## config.mk

```make
export PLATFORM = sky130hd
export DESIGN_NAME = ex_m_skid_stage
export DESIGN_NICKNAME = d
export VERILOG_FILES = /design/src/rtl/ex_m_skid_stage_pkg.sv /design/src/rtl/ex_m_skid_stage_entry_reg.sv /design/src/rtl/ex_m_skid_stage.sv
export SDC_FILE = /design/constraint.sdc
export NUM_CORES = 1
export LEC_CHECK = 0
export ABC_AREA = 1
export CAP_MARGIN = 20
export CORE_MARGIN = 2
export CORE_UTILIZATION = 46
export DETAILED_ROUTE_END_ITERATION = 7
export PLACE_DENSITY = 0.75
export SLEW_MARGIN = 10
export SYNTH_ARGS = -nofsm -noshare
export SYNTH_HDL_FRONTEND = slang
export SYNTH_SLANG_ARGS = --single-unit
export TNS_END_PERCENT = 50
```

## constraint.sdc

```tcl
create_clock -name clk -period 2.5 [get_ports clk]
set_input_delay 0.5 -clock clk [delete_from_list [all_inputs] [get_ports clk]]
set_output_delay 0.5 -clock clk [all_outputs]
set_load 0.02 [all_outputs]
```

## src/rtl/ex_m_skid_stage_pkg.sv

```systemverilog
// rtl/ex_m_skid_stage_pkg.sv - shared widths and payload type for the pipeline stage registers
package ex_m_skid_stage_pkg;

  localparam int CTRL_WIDTH = 7;
  localparam int DST_WIDTH  = 3;
  localparam int DATA_WIDTH = 32;

  typedef struct packed {
    logic [CTRL_WIDTH-1:0] ctrl;
    logic [DST_WIDTH-1:0]  dst;
    logic [DATA_WIDTH-1:0] result;
  } stage_payload_t;

  function automatic stage_payload_t pack_payload(input logic [CTRL_WIDTH-1:0] ctrl,
                                                  input logic [DST_WIDTH-1:0]  dst,
                                                  input logic [DATA_WIDTH-1:0] result);
    stage_payload_t p;
    p.ctrl   = ctrl;
    p.dst    = dst;
    p.result = result;
    return p;
  endfunction

endpackage

```

## src/rtl/ex_m_skid_stage_entry_reg.sv

```systemverilog
// rtl/ex_m_skid_stage_entry_reg.sv - payload register with async reset, sync clear and load enable
module stage_entry_reg #(
  parameter int W = 8
) (
  input  logic         clk,
  input  logic         rst,
  input  logic         clr_i,
  input  logic         load_i,
  input  logic [W-1:0] d_i,
  output logic [W-1:0] q_o
);

  logic [W-1:0] data_q;
  logic [W-1:0] data_d;

  // Clear wins over load so a flush kills whatever would have been captured.
  always_comb begin
    data_d = data_q;
    if (clr_i) begin
      data_d = '0;
    end else if (load_i) begin
      data_d = d_i;
    end
  end

  always_ff @(posedge clk or posedge rst) begin
    if (rst) begin
      data_q <= '0;
    end else begin
      data_q <= data_d;
    end
  end

  assign q_o = data_q;

endmodule

```

## src/rtl/ex_m_skid_stage.sv

```systemverilog
// rtl/ex_m_skid_stage.sv - EX->MEM stage register with valid/ready backpressure and optional skid entry
module ex_m_skid_stage
  import ex_m_skid_stage_pkg::*;
#(
  parameter int CTRL_W = CTRL_WIDTH,
  parameter int DST_W  = DST_WIDTH,
  parameter int DATA_W = DATA_WIDTH,
  parameter int SKID   = 1
) (
  input  logic              clk,
  input  logic              rst,
  input  logic              flush,
  input  logic              in_valid,
  output logic              in_ready,
  input  logic [CTRL_W-1:0] in_ctrl,
  input  logic [DST_W-1:0]  in_dst,
  input  logic [DATA_W-1:0] in_result,
  output logic              out_valid,
  input  logic              out_ready,
  output logic [CTRL_W-1:0] out_ctrl,
  output logic [DST_W-1:0]  out_dst,
  output logic [DATA_W-1:0] out_result,
  output logic [1:0]        occupancy
);

  localparam int PW = CTRL_W + DST_W + DATA_W;

  logic [PW-1:0] in_payload;
  logic [PW-1:0] main_q;
  logic [PW-1:0] main_d;
  logic [PW-1:0] skid_q;
  logic          main_valid_q;
  logic          main_valid_d;
  logic          main_load;
  logic          skid_valid_q;
  logic          skid_valid_d;
  logic          skid_load;
  logic          advance;

  assign in_payload = {in_ctrl, in_dst, in_result};

  always_comb begin
    main_load    = 1'b0;
    main_d       = in_payload;
    main_valid_d = main_valid_q;
    skid_load    = 1'b0;
    skid_valid_d = skid_valid_q;
    advance      = ~main_valid_q | out_ready;
    if (SKID != 0) begin
      in_ready = ~skid_valid_q;
      if (advance) begin
        if (skid_valid_q) begin
          // Oldest entry first: skid refills main before any new input.
          main_load    = 1'b1;
          main_d       = skid_q;
          main_valid_d = 1'b1;
          skid_valid_d = 1'b0;
        end else begin
          main_load    = in_valid;
          main_valid_d = in_valid;
        end
      end
      if (in_valid && in_ready && main_valid_q && !out_ready) begin
        skid_load    = 1'b1;
        skid_valid_d = 1'b1;
      end
    end else begin
      in_ready     = advance;
      main_load    = advance;
      main_valid_d = advance ? in_valid : main_valid_q;
    end
  end

  stage_entry_reg #(.W(PW)) u_main (
    .clk    (clk),
    .rst    (rst),
    .clr_i  (flush),
    .load_i (main_load),
    .d_i    (main_d),
    .q_o    (main_q)
  );

  always_ff @(posedge clk or posedge rst) begin
    if (rst) begin
      main_valid_q <= 1'b0;
    end else if (flush) begin
      main_valid_q <= 1'b0;
    end else begin
      main_valid_q <= main_valid_d;
    end
  end

  generate
    if (SKID != 0) begin : g_skid
      stage_entry_reg #(.W(PW)) u_skid (
        .clk    (clk),
        .rst    (rst),
        .clr_i  (flush),
        .load_i (skid_load),
        .d_i    (in_payload),
        .q_o    (skid_q)
      );

      always_ff @(posedge clk or posedge rst) begin
        if (rst) begin
          skid_valid_q <= 1'b0;
        end else if (flush) begin
          skid_valid_q <= 1'b0;
        end else begin
          skid_valid_q <= skid_valid_d;
        end
      end
    end else begin : g_no_skid
      assign skid_valid_q = 1'b0;
      assign skid_q       = '0;
    end
  endgenerate

  assign out_valid                        = main_valid_q;
  assign {out_ctrl, out_dst, out_result}  = main_q;
  assign occupancy                        = {1'b0, main_valid_q} + {1'b0, skid_valid_q};

endmodule
```

==> run_results.csv <==
group,metric,value,unit
timing,setup_violations,0,
die,die_h,99.47,um
finish,num_antenna_cells,0,
critical_path,setup.worst_path.start_class,"flip-flop",
timing,final-max-slew-violation-count,0,
finish,fin_area,5445,um2
die,top_level_ports,93,
placement,place.gp.congestion,0.7489,
timing,tns,0,ns
cts,clk_latency,0.35,ns
critical_path,cp_max_fo,22,
critical_path,crit_required,2.00,ns
power,power_leakage,0.002909,uW
critical_path,crit_arrival,1.75,ns
placement,port_buffers,92,
yosys,postSynthAreaPerCell,8.173,um2
route,ant_nets,0,
yosys,seq_area_frac_synth,51.33,%
finish,drive_gt1_share,10.71,%
cts,cts.sinks,86,
route,drt_iter0_markers,157,
run,cap_violations,0,
finish,fin_nets,651,
die,dieArea,9894,um2
cts,clk_pin_slew,0.08,ns
timing,period_minus_slack,2.246,ns
yosys,synth_top_family_by_area,"simple AND/OR/NAND/NOR gates",
timing,post-route-period-util,89.82,%
yosys,synth_compound_area_share,0.8356,%
cts,postCtsHoldBufs,0,
critical_path,path_class,"reg -> out",
grt,grt_max_degree,46,
route,drt-total-wl,9970,um
cts,cts_setup_buffers,0,
placement,hpwl,6518,um
finish,multi_input_area,1694,um2
finish,syn2layout_area_growth,29.87,%
route,vias_per_cell,4.966,
critical_path,critPathCaptureType,"output pin",
yosys,ys_types,21,
critical_path,path_cells,"buf_4, inv_2, clkdlybuf4s50_1",
timing,rsz0062_at_grt,"no",
grt,gr-total-overflow,0,
grt,grt_pass1_vias,3622,
die,die_width,99.47,um
critical_path,slowest_stage,"clkdlybuf4s50_1",
yosys,yosysWarnings,0,
die,fp.coreArea,8763,um2
cts,cts_max_level,3,
route,wl_per_cell,13.94,um
grt,grtUsageTotal,21.37,%
yosys,synthesis.nets,561,
power,p_per_area,547.7,nW/um2
route,first_pass_iters,4,
yosys,synth-adder-area-share,0.2984,%
cts,ctsRootBufferMaster,"clkbuf_8",
grt,grt_pass1_wl,16910,um
cts,cts_resized,0,
yosys,synth_mux_area_share,0,%
yosys,yosys.area_share.simple,39.03,%
worst_hold_path,hold_class,"reg -> reg",
finish,n_fill_cell,752,
power,ir_drop,0.2461,mV
timing,hold_viol_final,0,
grt,antenna_found_initial,0,
timing,tightestPinTransition,0.5740,ns
cts,cts_buffer_depth,2,
timing,relSlewSlack,61.65,%
die,start_util,47.84,%
cts,cts-buffers-inserted,9,
yosys,syn_area,4193,um2
placement,dp_slack,0.1034,ns
finish,layout.area.seq,2153,um2
cts,tritoncts,"built",
route,drc_errors,0,
critical_path,cp_slowest_stage_delay,0.61,ns
timing,fin_ws,0.2545,ns
timing,fmax,445.3,MHz
yosys,synth-seq-cells,86,
timing,finClkSkew,0.01174,ns
placement,placed_cell_area,5229,um2
route,num_vias,3551,
status,outcome,"finished clean",
yosys,synth_xor_area_share,0,%
die,rows,34,
yosys,syn-instance-count,513,
where the power goes:
group | total, uW | switching, uW | internal, uW
Sequential | 1500 | 39.1 | 1460
Clock | 958 | 477 | 481
Combinational | 527 | 290 | 237
registers in the layout (all words and copies together) (netlist names):
| register | flops |
|---|---|
| skid_valid_q | 1 |
| u_main.q_o | 42 |
| g_skid.u_skid.q_o | 42 |
| out_valid | 1 |
layer usage:
layer / GRT usage [%] / wire length [um] / vias to the layer above
li1: - / - / 1746
met1: 28.18 / 4390 / 1691
met2: 35.55 / 4864 / 95
met3: 3.233 / 514 / 19
met4: 8.641 / 201 / 0
met5: 0 / 0 / -
worst max-delay path, delay by kind of cell (launching register included):
family / cells / cell delay [ns]
buffers and inverters: 3 / 0.96
flip-flops: 1 / 0.43
cells in the final DEF, fill, tap and decap left out:
cell / count
nand2_1: 253
clkdlybuf4s50_1: 92
dfrtp_1: 85
inv_1: 44
nand3b_1: 42
nand3_1: 22
nand3_2: 20
buf_4: 13
clkbuf_8: 10
inv_2: 4
nand2_4: 2
nand2_2: 2
nor2_4: 2
a21oi_4: 2
clkinvlp_4: 2
clkinv_2: 2
buf_12: 2
nor2_2: 1
a21oi_1: 1
o21ai_0: 1
ha_1: 1
bufinv_16: 1
clkbuf_1: 1
buf_16: 1
dfrtp_2: 1
kinds of logic (layout without fill, tap and decap cells):
family	after synthesis	count (layout)
adder cells (fa/ha/maj)	1	1
AO/OA/AOI/OAI	4	4
buffers and inverters	78	172
AND/OR/NAND/NOR	344	344
flip-flops	86	86
per-stage QoR:
step / instances / hold WS, ns / util (%) / total power (uW)
5_1_grt: 715 / 0.4892 / 62.14 / 3112
3_5_place_dp: 699 / 0.4497 / 59.67 / 2048
3_3_place_gp: 699 / 0.4440 / 59.67 / 2037
2_1_floorplan: 513 / 0.4332 / - / 1792
6_report: 715 / 0.4688 / 62.14 / 2982
4_1_cts: 714 / 0.4705 / 61.82 / 2996
Yosys cell counts:
cell / count / area [um2]
buf_1: 3 / 11.26
buf_2: 12 / 60.06
nand3_2: 20 / 200.2
buf_4: 5 / 37.54
buf_6: 4 / 45.04
clkbuf_1: 5 / 18.77
dfrtp_1: 86 / 2152
inv_1: 45 / 168.9
nand3_1: 22 / 110.1
o21ai_0: 1 / 5.000
nand3b_1: 42 / 315.3
nor2_4: 2 / 22.52
a21oi_2: 1 / 8.760
nand2_4: 2 / 22.52
nand2_2: 1 / 6.260
a21oi_4: 1 / 16.27
ha_1: 1 / 12.51
nor2_2: 1 / 6.260
inv_2: 4 / 15.01
a21oi_1: 1 / 5.000
nand2_1: 254 / 953.4
final timing paths:
kind	cells after the start	endpoint	startpoint	slack [ns]
max	3	in_ready	skid_valid_q	0.25
min	2	g_skid.u_skid.q_o[36]	g_skid.u_skid.q_o[36]	0.47
max reg2reg	7	u_main.q_o[27]	out_valid	0.75
min reg2reg	2	g_skid.u_skid.q_o[36]	g_skid.u_skid.q_o[36]	0.47
max in group asynchronous	3	skid_valid_q	rst	1.44
min in group asynchronous	2	g_skid.u_skid.q_o[19]	rst	0.51
layout make-up:
cell class | count | share of cell area, %
inverter | 49 | 3.447
clock buffer | 11 | 2.597
clock inverter | 4 | 0.8732
timing repair buffer | 108 | 19.94
sequential | 86 | 39.55
multi-input combinational | 349 | 31.11
tap | 108 | 2.482
Note: power is estimated with default switching activity, not from simulation.
